===== src/rtl/cordic_op_dispatcher_pkg.sv =====
// Shared types and constants for the CORDIC command dispatcher.
// Op codes and Q16.16 constants match the downstream calculator.
package cordic_op_dispatcher_pkg;

    localparam int unsigned WIDTH     = 32;
    localparam int unsigned TAG_W     = 4;
    localparam int unsigned OP_W      = 4;
    localparam int unsigned DEPTH     = 4;
    localparam int unsigned TIMEOUT   = 64;
    localparam int unsigned FRAC_BITS = 16;

    localparam logic [WIDTH-1:0] ONE = 32'h0001_0000;

    typedef enum logic [OP_W-1:0] {
        OP_SIN     = 4'd0,
        OP_COS     = 4'd1,
        OP_TAN     = 4'd2,
        OP_ATAN    = 4'd3,
        OP_SINH    = 4'd4,
        OP_COSH    = 4'd5,
        OP_TANH    = 4'd6,
        OP_ATANH   = 4'd7,
        OP_EXP     = 4'd8,
        OP_LN      = 4'd9,
        OP_MULT    = 4'd10,
        OP_DIV     = 4'd11,
        OP_MAG     = 4'd12,
        OP_PHASE   = 4'd13,
        OP_SQRT    = 4'd14,
        OP_DEFAULT = 4'd15
    } op_e;

    typedef struct packed {
        logic [OP_W-1:0]  op;
        logic [WIDTH-1:0] x;
        logic [WIDTH-1:0] y;
        logic [WIDTH-1:0] z;
        logic [TAG_W-1:0] tag;
    } cmd_t;

    typedef enum logic [1:0] {
        ST_IDLE  = 2'd0,
        ST_ISSUE = 2'd1,
        ST_WAIT  = 2'd2,
        ST_RESP  = 2'd3
    } state_e;

endpackage


===== src/rtl/cordic_op_dispatcher_if.sv =====
// Command, calculator and response signals of the dispatcher.
// slave = dispatcher view, master = host/calculator view.
interface cordic_op_dispatcher_if;
    import cordic_op_dispatcher_pkg::*;

    logic             s_valid;
    logic             s_ready;
    logic [OP_W-1:0]  s_op;
    logic [WIDTH-1:0] s_x;
    logic [WIDTH-1:0] s_y;
    logic [WIDTH-1:0] s_z;
    logic [TAG_W-1:0] s_tag;

    logic             c_enable;
    logic [OP_W-1:0]  c_op;
    logic [WIDTH-1:0] c_x;
    logic [WIDTH-1:0] c_y;
    logic [WIDTH-1:0] c_z;
    logic [WIDTH-1:0] c_result;
    logic             c_done;

    logic             m_valid;
    logic             m_ready;
    logic [WIDTH-1:0] m_result;
    logic [TAG_W-1:0] m_tag;
    logic             m_err;
    logic             busy;

    modport slave (
        input  s_valid, s_op, s_x, s_y, s_z, s_tag,
        output s_ready,
        output c_enable, c_op, c_x, c_y, c_z,
        input  c_result, c_done,
        output m_valid, m_result, m_tag, m_err,
        input  m_ready,
        output busy
    );

    modport master (
        output s_valid, s_op, s_x, s_y, s_z, s_tag,
        input  s_ready,
        input  c_enable, c_op, c_x, c_y, c_z,
        output c_result, c_done,
        input  m_valid, m_result, m_tag, m_err,
        output m_ready,
        input  busy
    );

endinterface


===== src/rtl/cordic_op_dispatcher_fifo.sv =====
// Synchronous command FIFO, no bypass; full/empty are registered so a
// pop while full frees the slot only on the following cycle.
module cordic_op_dispatcher_fifo
    import cordic_op_dispatcher_pkg::*;
#(
    parameter int unsigned FIFO_DEPTH = DEPTH
) (
    input  logic                              clk,
    input  logic                              rst_n,
    input  logic                              push,
    input  cmd_t                              wdata,
    input  logic                              pop,
    output cmd_t                              rdata,
    output logic                              full,
    output logic                              empty,
    output logic [$clog2(FIFO_DEPTH+1)-1:0]   count
);
    localparam int unsigned PTR_W = $clog2(FIFO_DEPTH);
    localparam int unsigned CNT_W = $clog2(FIFO_DEPTH + 1);

    cmd_t             mem [FIFO_DEPTH];
    logic [PTR_W-1:0] wr_ptr;
    logic [PTR_W-1:0] rd_ptr;
    logic [CNT_W-1:0] count_d;
    logic             do_push;
    logic             do_pop;

    assign do_push = push && !full;
    assign do_pop  = pop && !empty;
    assign rdata   = mem[rd_ptr];

    always_comb begin
        count_d = count;
        case ({do_push, do_pop})
            2'b10:   count_d = count + CNT_W'(1);
            2'b01:   count_d = count - CNT_W'(1);
            default: count_d = count;
        endcase
    end

    // Pointers wrap naturally since FIFO_DEPTH is a power of two.
    always_ff @(posedge clk or negedge rst_n) begin
        if (!rst_n) begin
            wr_ptr <= '0;
            rd_ptr <= '0;
            count  <= '0;
            full   <= 1'b0;
            empty  <= 1'b1;
        end else begin
            if (do_push) wr_ptr <= wr_ptr + PTR_W'(1);
            if (do_pop)  rd_ptr <= rd_ptr + PTR_W'(1);
            count <= count_d;
            full  <= (count_d == CNT_W'(FIFO_DEPTH));
            empty <= (count_d == '0);
        end
    end

    always_ff @(posedge clk) begin
        if (do_push) mem[wr_ptr] <= wdata;
    end

endmodule


===== src/rtl/cordic_op_dispatcher.sv =====
// Queues CORDIC requests, issues them one at a time to the calculator and
// returns tagged results in order on a valid/ready stream.
module cordic_op_dispatcher
    import cordic_op_dispatcher_pkg::*;
#(
    parameter int unsigned TIMEOUT_CYC = TIMEOUT
) (
    input logic                   clk,
    input logic                   rst_n,
    cordic_op_dispatcher_if.slave bus
);
    localparam int unsigned TMO_W = $clog2(TIMEOUT_CYC);
    localparam int unsigned CNT_W = $clog2(DEPTH + 1);

    state_e           state_q;
    state_e           state_d;
    cmd_t             wdata;
    cmd_t             head;
    logic             pop;
    logic             full;
    logic             empty;
    logic [CNT_W-1:0] count;
    logic [TMO_W-1:0] tmo_q;
    logic [TMO_W-1:0] tmo_d;

    logic             c_enable_d;
    logic [OP_W-1:0]  c_op_d;
    logic [WIDTH-1:0] c_x_d;
    logic [WIDTH-1:0] c_y_d;
    logic [WIDTH-1:0] c_z_d;
    logic             m_valid_d;
    logic [WIDTH-1:0] m_result_d;
    logic [TAG_W-1:0] m_tag_d;
    logic             m_err_d;

    assign wdata = '{op: bus.s_op, x: bus.s_x, y: bus.s_y, z: bus.s_z, tag: bus.s_tag};

    cordic_op_dispatcher_fifo #(
        .FIFO_DEPTH (DEPTH)
    ) u_fifo (
        .clk   (clk),
        .rst_n (rst_n),
        .push  (bus.s_valid),
        .wdata (wdata),
        .pop   (pop),
        .rdata (head),
        .full  (full),
        .empty (empty),
        .count (count)
    );

    assign bus.s_ready = !full;
    assign bus.busy    = (state_q != ST_IDLE) || (count != '0);

    // Next state plus next values of every registered output.
    always_comb begin
        state_d    = state_q;
        pop        = 1'b0;
        tmo_d      = tmo_q;
        c_enable_d = 1'b0;
        c_op_d     = bus.c_op;
        c_x_d      = bus.c_x;
        c_y_d      = bus.c_y;
        c_z_d      = bus.c_z;
        m_valid_d  = bus.m_valid;
        m_result_d = bus.m_result;
        m_tag_d    = bus.m_tag;
        m_err_d    = bus.m_err;

        unique case (state_q)
            ST_IDLE: begin
                if (!empty) begin
                    pop     = 1'b1;
                    m_tag_d = head.tag;
                    if (head.op == OP_DEFAULT) begin
                        m_valid_d  = 1'b1;
                        m_result_d = '0;
                        m_err_d    = 1'b1;
                        state_d    = ST_RESP;
                    end else begin
                        c_enable_d = 1'b1;
                        c_op_d     = head.op;
                        c_x_d      = head.x;
                        c_y_d      = head.y;
                        c_z_d      = head.z;
                        state_d    = ST_ISSUE;
                    end
                end
            end
            ST_ISSUE: begin
                tmo_d   = '0;
                state_d = ST_WAIT;
            end
            ST_WAIT: begin
                // A completion on the last allowed cycle still counts as success.
                if (bus.c_done) begin
                    m_valid_d  = 1'b1;
                    m_result_d = bus.c_result;
                    m_err_d    = 1'b0;
                    state_d    = ST_RESP;
                end else if (tmo_q == TMO_W'(TIMEOUT_CYC - 1)) begin
                    m_valid_d  = 1'b1;
                    m_result_d = '0;
                    m_err_d    = 1'b1;
                    state_d    = ST_RESP;
                end else begin
                    tmo_d = tmo_q + TMO_W'(1);
                end
            end
            ST_RESP: begin
                if (bus.m_ready) begin
                    m_valid_d = 1'b0;
                    state_d   = ST_IDLE;
                end
            end
            default: state_d = ST_IDLE;
        endcase
    end

    always_ff @(posedge clk or negedge rst_n) begin
        if (!rst_n) begin
            state_q      <= ST_IDLE;
            tmo_q        <= '0;
            bus.c_enable <= 1'b0;
            bus.c_op     <= OP_DEFAULT;
            bus.c_x      <= '0;
            bus.c_y      <= '0;
            bus.c_z      <= '0;
            bus.m_valid  <= 1'b0;
            bus.m_result <= '0;
            bus.m_tag    <= '0;
            bus.m_err    <= 1'b0;
        end else begin
            state_q      <= state_d;
            tmo_q        <= tmo_d;
            bus.c_enable <= c_enable_d;
            bus.c_op     <= c_op_d;
            bus.c_x      <= c_x_d;
            bus.c_y      <= c_y_d;
            bus.c_z      <= c_z_d;
            bus.m_valid  <= m_valid_d;
            bus.m_result <= m_result_d;
            bus.m_tag    <= m_tag_d;
            bus.m_err    <= m_err_d;
        end
    end

endmodule

===== src/flat_wrapper.sv =====
// flat-port wrapper written by rule: the top's interface ports become plain ports
module cordic_op_dispatcher_flat import cordic_op_dispatcher_pkg::*;
#(
    parameter int unsigned TIMEOUT_CYC = TIMEOUT
)
  (clk, rst_n, bus_s_valid, bus_s_op, bus_s_x, bus_s_y, bus_s_z, bus_s_tag, bus_s_ready, bus_c_enable, bus_c_op, bus_c_x, bus_c_y, bus_c_z, bus_c_result, bus_c_done, bus_m_valid, bus_m_result, bus_m_tag, bus_m_err, bus_m_ready, bus_busy);
  cordic_op_dispatcher_if bus_i ();
  input logic clk;
  input logic rst_n;
  input wire logic [$bits(bus_i.s_valid)-1:0] bus_s_valid;
  input wire logic [$bits(bus_i.s_op)-1:0] bus_s_op;
  input wire logic [$bits(bus_i.s_x)-1:0] bus_s_x;
  input wire logic [$bits(bus_i.s_y)-1:0] bus_s_y;
  input wire logic [$bits(bus_i.s_z)-1:0] bus_s_z;
  input wire logic [$bits(bus_i.s_tag)-1:0] bus_s_tag;
  output wire logic [$bits(bus_i.s_ready)-1:0] bus_s_ready;
  output wire logic [$bits(bus_i.c_enable)-1:0] bus_c_enable;
  output wire logic [$bits(bus_i.c_op)-1:0] bus_c_op;
  output wire logic [$bits(bus_i.c_x)-1:0] bus_c_x;
  output wire logic [$bits(bus_i.c_y)-1:0] bus_c_y;
  output wire logic [$bits(bus_i.c_z)-1:0] bus_c_z;
  input wire logic [$bits(bus_i.c_result)-1:0] bus_c_result;
  input wire logic [$bits(bus_i.c_done)-1:0] bus_c_done;
  output wire logic [$bits(bus_i.m_valid)-1:0] bus_m_valid;
  output wire logic [$bits(bus_i.m_result)-1:0] bus_m_result;
  output wire logic [$bits(bus_i.m_tag)-1:0] bus_m_tag;
  output wire logic [$bits(bus_i.m_err)-1:0] bus_m_err;
  input wire logic [$bits(bus_i.m_ready)-1:0] bus_m_ready;
  output wire logic [$bits(bus_i.busy)-1:0] bus_busy;
  assign bus_i.s_valid = bus_s_valid;
  assign bus_i.s_op = bus_s_op;
  assign bus_i.s_x = bus_s_x;
  assign bus_i.s_y = bus_s_y;
  assign bus_i.s_z = bus_s_z;
  assign bus_i.s_tag = bus_s_tag;
  assign bus_s_ready = bus_i.s_ready;
  assign bus_c_enable = bus_i.c_enable;
  assign bus_c_op = bus_i.c_op;
  assign bus_c_x = bus_i.c_x;
  assign bus_c_y = bus_i.c_y;
  assign bus_c_z = bus_i.c_z;
  assign bus_i.c_result = bus_c_result;
  assign bus_i.c_done = bus_c_done;
  assign bus_m_valid = bus_i.m_valid;
  assign bus_m_result = bus_i.m_result;
  assign bus_m_tag = bus_i.m_tag;
  assign bus_m_err = bus_i.m_err;
  assign bus_i.m_ready = bus_m_ready;
  assign bus_busy = bus_i.busy;
  cordic_op_dispatcher #(.TIMEOUT_CYC(TIMEOUT_CYC)) u_core (.clk(clk), .rst_n(rst_n), .bus(bus_i));
endmodule

===== config.mk =====
export PLATFORM = sky130hd
export DESIGN_NAME = cordic_op_dispatcher_flat
export DESIGN_NICKNAME = d
export VERILOG_FILES = /design/src/rtl/cordic_op_dispatcher_pkg.sv /design/src/rtl/cordic_op_dispatcher_if.sv /design/src/rtl/cordic_op_dispatcher_fifo.sv /design/src/rtl/cordic_op_dispatcher.sv /design/src/flat_wrapper.sv
export SDC_FILE = /design/constraint.sdc
export NUM_CORES = 1
export LEC_CHECK = 0
export CAP_MARGIN = 20
export CORE_AREA = 4 4 190 265
export CTS_BUF_LIST = sky130_fd_sc_hd__clkbuf_16
export CTS_CLUSTER_SIZE = 40
export DETAILED_ROUTE_END_ITERATION = 8
export DIE_AREA = 0 0 194 269
export PLACE_DENSITY = 0.64
export SLEW_MARGIN = 40
export SYNTH_ARGS = -nofsm -noshare
export SYNTH_HDL_FRONTEND = slang
export SYNTH_SLANG_ARGS = --single-unit

===== constraint.sdc =====
create_clock -name clk -period 4.6 [get_ports clk]
set_input_delay 0.46 -clock clk [delete_from_list [all_inputs] [get_ports clk]]
set_output_delay 0.46 -clock clk [all_outputs]
set_load 0.05 [all_outputs]

==> impl_metrics.yaml, run 1 <==
status:
  status: "finished clean"
sta:
  setup_violations: 0
  skew_ns: 0.0199
  slew_violations: 0
  rsz0062_at_grt: "no"
  tightestPinTransition_ns: 0.724
  final.setup.tns_ns: 0
  timing.fmax_ghz: 0.299
  min_period_ns: 3.34
  fin_crit_sh_pct: 72.6
  max_slew_margin_pct: 51.7
  final-hold-violation-count: 0
power:
  total_leakage_power_nw: 9.38
  vdd_ir_drop_max_v: 0.000427
  pwr_density_cell_mw_per_mm2: 714
  total_power_mw: 19.1
detailed_routing:
  dr.pass1.iters: 7
  route.detailed.drc: 0
  drt_iter0_markers: 558
  vias: 10600
  wire_per_inst_um: 23.1
  via_per_inst: 5.26
  wirelength_um: 46400
  detail-route-antenna-nets: 0
floorplan:
  dieArea_mm2: 0.0522
  fp.coreArea_mm2: 0.0480
  io_pins: 282
  core.rowCount: 95
  start_util_pct: 44.5
  die_width_um: 194
  die_h_um: 269
critical_path:
  path_cells: "inv_1, ha_1, inv_1, or4_1, clkdlybuf4s50_1"
  ff2ff_setup_slack_ns: 1.71
  end_kind: "primary output"
  slowest_delay_ns: 0.72
  cp.arrival_ns: 2.88
  cpMaxStageDelayCell: "clkdlybuf4s50_1"
  worst-path-max-fanout: 5
  worst_ep_required_time_ns: 4.14
  crit_path_start_kind: "flip-flop"
  crit_type: "reg2out"
  crit_top_cell: "inv_1"
synth:
  syn_area_mm2: 0.0214
  synth.avg_cell_area_um2: 20.8
  async_flop_share_pct: 27.3
  synth_area_leaders: "edfxtp_1, dfrtp_1, mux4_2"
  ys_ff_latch: 572
  syn-num-nets: 1178
  ys.flop_type: "edfxtp_1"
  synth_cells: 1025
  synth-edff-count: 416
  yosysTopAreaCellShare_pct: 58.5
  synth_most_common_cell: "edfxtp_1"
  synth_area_leader_cell: "edfxtp_1"
  seq_area_frac_synth_pct: 76.8
  yosys-top-cells-count: "edfxtp_1, dfrtp_1, mux4_2"
  yosysWarnings: 0
  ys_types: 40
placed_design:
  dp_hpwl_um: 29600
  portBuffers: 281
  routabilityCongestion: 0.774
layout:
  drive_above_1_share_pct: 16.6
  register_area_mm2: 0.0164
  syn_to_final_growth_pct: 25.3
  nets: 1485
  multiInputGateArea_mm2: 0.00453
  filler_cell_count: 3721
cts:
  cts.sinks: 572
  htreeDepth: 2
  clk_latency_ns: 0.59
  clk_pin_slew_ns: 0.06
  cts_made_buffers: 53
  cts_tree: "done"
  root_buffer: "clkbuf_16"
  cts_buffer_depth: 3
global_routing:
  overflow: 0
  first_global_vias: 11400
  track_usage_pct: 17.8
  grt_pass1_wl_um: 71200
  grt_antenna_before_repair: 11
  grt_max_degree: 70
run:
  cap_violations: 0
min_path:
  hold_path_class: "in2async"
[worst paths after layout]
check / endpoint / cells after the start / from
worst max-delay path: bus_busy / 5 / u_core.state_q[0]$_DFFE_PN0P_
worst min-delay path: u_core.bus.c_y[27]$_DFFE_PN0P_ / 2 / rst_n
worst max register to register: u_core.bus.c_y[17]$_DFFE_PN0P_ / 6 / u_core.u_fifo.rd_ptr[1]$_DFFE_PN0N_
worst min register to register: u_core.bus.m_tag[0]$_DFFE_PN0P_ / 2 / u_core.bus.m_tag[0]$_DFFE_PN0P_
max in group asynchronous: u_core.bus.c_op[3]$_DFFE_PN1P_ / 4 / rst_n
min in group clk: u_core.bus.m_tag[0]$_DFFE_PN0P_ / 2 / u_core.bus.m_tag[0]$_DFFE_PN0P_
[where the power goes]
part | internal [mW] | leakage, nW | switching, mW
Combinational | 2.86 | 2.74 | 4.24
Clock | 2.57 | 0.926 | 1.83
Sequential | 6.95 | 5.71 | 0.661
Total | 12.4 | 9.38 | 6.73
[logic make-up (layout without fill, tap and decap cells)]
logic type	after synthesis	in the layout	synth area share, %
AOI/OAI and AO/OA	49	49	1.58
xor gates and xnor gates	7	7	0.287
adders and majority gates	12	12	0.738
buffers and inverters	96	446	2.13
DFF	572	572	76.8
muxes	208	208	16.4
other	0	6	0
and+or+nand+nor	81	81	2.07
[stage by stage]
step           cells  area, um2  hold slack, ns  utilization, %  worst slack (ns)
6_report        2011      26800           0.476            55.7              1.26
5_1_grt         2010      26800           0.484            55.7              1.14
4_1_cts         2003      26700           0.458            55.6              1.19
3_5_place_dp    1904      24900           0.470            52.0              1.43
3_3_place_gp    1903      24900           0.462            51.9              1.48
2_1_floorplan   1025      21400           0.164               -             0.891
[layout make-up]
cell class | instances | area share (%)
Timing Repair Buffer | 306 | 11.6
Clock buffer | 54 | 5.05
Inverter | 42 | 0.589
Sequential cell | 572 | 61.3
Tap cell | 630 | 2.94
Antenna cell | 6 | 0.0561
Clock inverter | 44 | 1.52
Multi-Input combinational cell | 357 | 16.9
[critical path: cells and delay by family (launching register included)]
family	cells	cell delay (ns)
buf+inv	3	1.01
simple gates	1	0.57
flops	1	0.40
fa+ha+maj	1	0.33
[metal layers]
metal | GRT usage [%] | wire length, um | up-vias | share of wire, %
met5 | 0 | 61 | - | 0.13
met4 | 5.57 | 1090 | 8 | 2.3
met3 | 3.89 | 2450 | 69 | 5.3
met2 | 32.1 | 25000 | 287 | 54
met1 | 21.5 | 17900 | 5506 | 38
li1 | - | - | 4710 | -
[state kept, by name, summed over array words and instances, names as in the netlist]
register	flops
u_core.bus.m_valid	1
u_core.bus.c_op	4
u_core.u_fifo.rd_ptr	2
u_core.bus.c_z	32
u_core.bus.c_x	32
u_core.bus.m_result	32
u_core.u_fifo.count	3
u_core.u_fifo.full	1
u_core.u_fifo.mem	416
u_core.bus.c_y	32
u_core.tmo_q	6
u_core.bus.m_err	1
u_core.u_fifo.empty	1
u_core.u_fifo.wr_ptr	2
u_core.bus.m_tag	4
u_core.bus.c_enable	1
u_core.state_q	2
[cell usage in the layout, fill, tap and decap left out, drive strengths merged, types with 2 or more instances in the layout]
cell type,count
a21oi,2
and2,4
buf,25
bufinv,8
clkbuf,54
clkdlybuf4s50,280
clkinv,14
clkinvlp,2
dfrtp,151
dfstp,5
diode,6
edfxtp,416
ha,11
inv,62
mux2,101
mux2i,3
mux4,104
nand2,19
nand2b,3
nand3,4
nand4,32
nor2,8
nor2b,4
o21a,2
o21ai,7
o22a,2
o22ai,32
or3,2
xnor2,5
xor2,2
[repair_timing]
| item | in CTS | in global routing |
|---|---|---|
| setup buffers | 0 | 0 |
| setup endpoints to repair | 0 | 0 |
| resized for setup | 0 | 0 |
| hold buffers | 1 | 0 |
| hold endpoints to repair | 67 | 0 |
Note: power is estimated with default switching activity, not from simulation.
==> inputs of run 2 (changes only) <==
--- a/config.mk
+++ b/config.mk
@@ -11,7 +11,7 @@
 export CTS_CLUSTER_SIZE = 40
 export DETAILED_ROUTE_END_ITERATION = 8
 export DIE_AREA = 0 0 194 269
-export PLACE_DENSITY = 0.64
+export PLACE_DENSITY = 0.66
 export SLEW_MARGIN = 40
 export SYNTH_ARGS = -nofsm -noshare
 export SYNTH_HDL_FRONTEND = slang
==> constraint.sdc (replaced) <==
create_clock -name clk -period 3.05 [get_ports clk]
set_input_delay 0.305 -clock clk [delete_from_list [all_inputs] [get_ports clk]]
set_output_delay 0.305 -clock clk [all_outputs]
set_load 0.05 [all_outputs]
==> run 2 against run 1 <==
First-iteration DRC count fell by 15%. Die area unchanged. Combinational power up 54%. Cell count fell by 0.15%. Clock skew decreased by 0.0081 ns. Total power grew 47%. Highest routed layer unchanged.
==> impl_metrics.yaml, run 2 (synthesized netlist as in run 1, its figures left out) <==
status:
  status: "finished clean"
power:
  vdd_ir_drop_max_v: 0.000692
  combPwrFrac_pct: 38.9
  p_seq_share_pct: 39.8
  power_frac_clock_pct: 21.3
  total_leakage_power_nw: 9.30
  swShare_pct: 35.7
  p_int_mw: 18.1
  pwr_density_cell_mw_per_mm2: 1060
  p_switching_mw: 10.0
min_path:
  hold_path_class: "in2async"
layout:
  final_area_mm2: 0.0266
  nets: 1487
  drive_above_1_share_pct: 16.2
  final_cell_mix: "edfxtp_1, clkdlybuf4s50_1, dfrtp_1"
  regMostFlops: "u_core.u_fifo.mem"
  filler_cell_count: 3683
  finish.utilization_pct: 55.4
  final_common_cell: "edfxtp_1"
  largest_reg_flops: 416
  syn_to_final_growth_pct: 24.6
  stdcell_count: 2008
global_routing:
  grt_antenna_before_repair: 4
  overflow: 0
  first_global_vias: 11400
  grt_pass1_wl_um: 68600
  grt_max_degree: 71
  track_usage_pct: 16.8
sta:
  slew_violations: 0
  final.setup.tns_ns: 0
  tightestPinTransition_ns: 0.786
  skew_ns: 0.0118
  timing.fmax_ghz: 0.357
  min_period_ns: 2.80
  final-hold-violation-count: 0
  setup_slack_ns: 0.246
  max_slew_margin_pct: 47.6
  rsz0062_at_grt: "no"
  fin_crit_sh_pct: 91.9
  setup_violations: 0
critical_path:
  crit_path_start_kind: "flip-flop"
  crit_type: "reg2out"
  cp.arrival_ns: 2.50
  end_kind: "primary output"
  worst-path-max-fanout: 5
  worst_ep_required_time_ns: 2.74
floorplan:
  fp.coreArea_mm2: 0.0480
  start_util_pct: 44.5
  die_width_um: 194
  core.rowCount: 95
  die_h_um: 269
  dieArea_mm2: 0.0522
  io_pins: 282
cts:
  root_buffer: "clkbuf_16"
  cts_made_buffers: 52
  cts.sinks: 572
  htreeDepth: 2
  clk_pin_slew_ns: 0.06
  clk_latency_ns: 0.56
  cts_buffer_depth: 3
  cts_tree: "done"
detailed_routing:
  detail-route-antenna-nets: 0
  wire_per_inst_um: 22.0
  via_per_inst: 5.23
  drt_iter0_markers: 475
  route.detailed.drc: 0
  vias: 10500
  dr.pass1.iters: 4
  wirelength_um: 44200
placed_design:
  place_area_mm2: 0.0250
  dp_hpwl_um: 26500
  portBuffers: 281
  place_ws_ns: 0.514
  routabilityCongestion: 0.782
  place_inst: 1909
run:
  cap_violations: 0
run 2: through the flow:
step / hold slack, ns / total power, mW
floorplan: 0.00941 / 18.9
global route: 0.316 / 29.5
detailed placement: 0.331 / 22.5
finish: 0.290 / 28.1
global placement: 0.323 / 22.3
CTS: 0.299 / 28.6
run 2: area by class of cell:
class / count / area [um2] / share of cell area [%]
Antenna cell: 3 / 7.51 / 0.0282
Clock inverter: 41 / 199 / 0.747
Sequential cell: 572 / 16400 / 61.7
Tap cell: 630 / 788 / 2.96
Inverter: 42 / 158 / 0.592
Timing Repair Buffer: 309 / 3180 / 11.9
Multi-Input combinational cell: 357 / 4520 / 17.0
Clock buffer: 54 / 1350 / 5.08
run 2: critical path: stages, from the launching register on:
cell           delay (ns)
dfrtp_1              0.40
inv_1                0.13
ha_1                 0.29
inv_1                0.11
or4_1                0.56
dlygate4sd2_1        0.45
run 2: metal layers:
metal  track usage [%]  share of wire (%)
met1              21.0                 40
met2              30.1                 52
met3              3.59                5.6
met4              4.75                2.4
met5                 0              0.045
run 2: worst paths after layout:
| check | from | endpoint | slack (ns) | cells after the start |
|---|---|---|---|---|
| min in group clk | bus_c_result[12] | u_core.bus.m_result[12]$_DFFE_PN0P_ | 0.35 | 3 |
| max reg2reg | u_core.state_q[0]$_DFFE_PN0P_ | u_core.u_fifo.full$_DFF_PN0_ | 0.59 | 9 |
| max in group asynchronous | rst_n | u_core.u_fifo.empty$_DFF_PN1_ | 1.90 | 3 |
| max | u_core.state_q[0]$_DFFE_PN0P_ | bus_busy | 0.25 | 5 |
| min reg2reg | u_core.bus.c_y[0]$_DFFE_PN0P_ | u_core.bus.c_y[0]$_DFFE_PN0P_ | 0.48 | 1 |
| min | rst_n | u_core.bus.c_z[22]$_DFFE_PN0P_ | 0.29 | 2 |
run 2: repair_timing:
action,CTS,global route
hold buffers,1,0
endpoints found under the setup margin,1,0
resized for setup,1,0
hold endpoints to repair,50,0
setup buffers,0,0
run 2: power by group through the flow:
stage	sequential, mW	combinational, mW	clock [mW]
4_1_cts	11.2	11.2	6.18
3_3_place_gp	11.3	11.0	0
2_1_floorplan	14.0	4.84	0
6_report	11.2	10.9	5.99
3_5_place_dp	11.4	11.1	0
5_1_grt	11.4	11.6	6.52
==> inputs of run 3 (changes only) <==
--- a/config.mk
+++ b/config.mk
@@ -5,14 +5,14 @@
 export SDC_FILE = /design/constraint.sdc
 export NUM_CORES = 1
 export LEC_CHECK = 0
-export CAP_MARGIN = 20
-export CORE_AREA = 4 4 190 265
+export CORE_AREA = 4 4 191 268
 export CTS_BUF_LIST = sky130_fd_sc_hd__clkbuf_16
 export CTS_CLUSTER_SIZE = 40
 export DETAILED_ROUTE_END_ITERATION = 8
-export DIE_AREA = 0 0 194 269
-export PLACE_DENSITY = 0.66
+export DIE_AREA = 0 0 195 272
+export PLACE_DENSITY_LB_ADDON = 0.12
 export SLEW_MARGIN = 40
 export SYNTH_ARGS = -nofsm -noshare
 export SYNTH_HDL_FRONTEND = slang
+export SYNTH_HIERARCHICAL = 1
 export SYNTH_SLANG_ARGS = --single-unit
==> run 3 against run 2 <==
Clock power grew 13%. Synthesized cell count increased by 18%. First-iteration DRC count grew 7.6%. Flip-flop and latch count unchanged.
==> impl_metrics.yaml, run 3 <==
layout:
  register_area_mm2: 0.0164
  final_common_cell: "edfxtp_1"
  filler_cell_count: 3923
  syn_to_final_growth_pct: 24.9
  drive_above_1_share_pct: 18.6
  nets: 1665
  largest_reg_flops: 416
  final_cell_mix: "edfxtp_1, nand2_1, clkdlybuf4s50_1"
  stdcell_count: 2196
  regMostFlops: "u_core/u_fifo/mem"
  multiInputGateArea_mm2: 0.00492
min_path:
  hold_path_class: "in2async"
detailed_routing:
  via_per_inst: 5.12
  vias: 11200
  wire_per_inst_um: 21.3
  drt_iter0_markers: 511
  route.detailed.drc: 0
  wirelength_um: 46700
  dr.pass1.iters: 6
  detail-route-antenna-nets: 0
synth:
  synth_area_leader_cell: "edfxtp_1"
  syn-num-nets: 1360
  ys.flop_type: "edfxtp_1"
  seq_area_frac_synth_pct: 75.4
  synth_most_common_cell: "edfxtp_1"
  yosysWarnings: 6
  synth_area_leaders: "edfxtp_1, dfrtp_1, mux4_2"
  async_flop_share_pct: 27.3
  ys_ff_latch: 572
  yosys-top-cells-count: "edfxtp_1, nand2_1, dfrtp_1"
  ys_types: 47
  synth_cells: 1207
  synth-edff-count: 416
  syn_area_mm2: 0.0217
  synth.avg_cell_area_um2: 18.0
  yosysTopAreaCellShare_pct: 57.4
sta:
  slew_violations: 0
  min_period_ns: 2.80
  tightestPinTransition_ns: 0.690
  timing.fmax_ghz: 0.357
  setup_violations: 0
  final-hold-violation-count: 0
  final.setup.tns_ns: 0
  max_slew_margin_pct: 54.0
  rsz0062_at_grt: "no"
  skew_ns: 0.0163
  fin_crit_sh_pct: 91.8
cts:
  clk_pin_slew_ns: 0.06
  cts.sinks: 572
  clk_latency_ns: 0.57
  htreeDepth: 2
  cts_buffer_depth: 3
  cts_made_buffers: 54
  cts_tree: "done"
  postCtsSetupBuffers: 0
  root_buffer: "clkbuf_16"
global_routing:
  overflow: 0
  grt_pass1_wl_um: 72700
  track_usage_pct: 17.6
  grt_max_degree: 83
  grt_antenna_before_repair: 5
  first_global_vias: 12200
critical_path:
  crit-reg2reg-launch: "u_core/state_q[0]$_DFFE_PN0P_"
  cp.arrival_ns: 2.49
  crit_path_start_kind: "flip-flop"
  worst-path-max-fanout: 6
  worst_ep_required_time_ns: 2.74
  ff2ff_setup_slack_ns: 0.31
  crit_type: "reg2out"
  reg2reg_to: "u_core/u_fifo/empty$_DFF_PN1_"
  reg2regPathDepth: 9
  end_kind: "primary output"
floorplan:
  die_width_um: 195
  start_util_pct: 44.6
  core.rowCount: 96
  dieArea_mm2: 0.0530
  io_pins: 282
  fp.coreArea_mm2: 0.0488
  die_h_um: 272
power:
  p_switching_mw: 11.0
  swShare_pct: 36.7
  power_frac_clock_pct: 22.5
  total_leakage_power_nw: 10.2
  vdd_ir_drop_max_v: 0.000712
  combPwrFrac_pct: 39.6
  total_power_mw: 30.0
  p_int_mw: 19.0
  pwr_density_cell_mw_per_mm2: 1110
  p_seq_share_pct: 38.0
placed_design:
  routabilityCongestion: 0.730
  place_inst: 2092
  portBuffers: 281
  dp_hpwl_um: 27700
run:
  cap_violations: 0
status:
  status: "finished clean"
-- run 3: worst max path at each step --
stage	slack [ns]	from	end
2_1_floorplan	0.51	u_core/u_fifo/rd_ptr[0]$_DFFE_PN0N_	u_core/bus.m_result[10]$_DFFE_PN0P_
3_3_place_gp	0.24	u_core/u_fifo/rd_ptr[0]$_DFFE_PN0N_	u_core/bus.m_result[31]$_DFFE_PN0P_
3_5_place_dp	0.36	u_core/state_q[0]$_DFFE_PN0P_	u_core/u_fifo/empty$_DFF_PN1_
4_1_cts	0.22	u_core/state_q[0]$_DFFE_PN0P_	bus_busy
5_1_grt	0.13	u_core/state_q[1]$_DFFE_PN0P_	u_core/u_fifo/empty$_DFF_PN1_
6_report	0.25	u_core/state_q[0]$_DFFE_PN0P_	bus_busy
-- run 3: cell families (layout without fill, tap and decap cells) --
family / count (synthesis) / count (layout) / synth area share, %
buffers and inverters: 70 / 420 / 2.05
flip-flops: 572 / 572 / 75.4
XOR/XNOR: 8 / 8 / 0.322
other: 0 / 2 / 0
multiplexers: 142 / 142 / 13.3
AND/OR/NAND/NOR: 379 / 379 / 7.40
adder cells (fa/ha/maj): 12 / 12 / 0.725
AO/OA/AOI/OAI: 24 / 24 / 0.823
-- run 3: power by group through the flow --
stage               Clock [mW]  Combinational (mW)  Sequential [mW]
floorplan                    0                5.27             14.5
global route              7.27                12.7             11.6
CTS                       6.95                12.1             11.4
global placement             0                12.0             11.5
detailed placement           0                12.1             11.6
finish                    6.74                11.9             11.4
-- run 3: through the flow --
stage               hold slack [ns]  util (%)  instance area (um2)  setup slack (ns)
detailed placement            0.269      52.0                25300             0.360
CTS                           0.231      55.7                27200             0.218
floorplan                   0.00941         -                21800             0.506
finish                        0.243      55.7                27200             0.251
global placement              0.276      52.0                25300             0.243
global route                  0.274      55.7                27200             0.125
-- run 3: final cells by class --
| cell class | instances | area share, % |
|---|---|---|
| multi-input cells | 565 | 18.1 |
| clock buffers | 55 | 5.07 |
| repair buffers | 309 | 11.8 |
| flip-flops and latches | 572 | 60.4 |
| inverters | 10 | 0.147 |
| well taps | 637 | 2.93 |
| diodes | 2 | 0.0184 |
| clock inverters | 46 | 1.55 |
-- run 3: what timing repair did --
action / in CTS / in global routing
resized for setup: 1 / 0
hold endpoints to repair: 44 / 0
hold buffers: 1 / 0
endpoints found under the setup margin: 1 / 0
-- run 3: critical path, stage by stage, from the launching register on --
cell and delay, ns:
dfrtp_1 0.41, inv_1 0.14, ha_1 0.31, or4b_2 0.61, dlygate4sd2_1 0.47
-- run 3: layer usage --
layer / share of wire [%] / up-vias / GRT usage (%)
li1: - / 5126 / -
met1: 41 / 5788 / 22.2
met2: 52 / 251 / 31.0
met3: 5.6 / 64 / 4.22
met4: 1.7 / 6 / 4.03
met5: 0.073 / - / 0
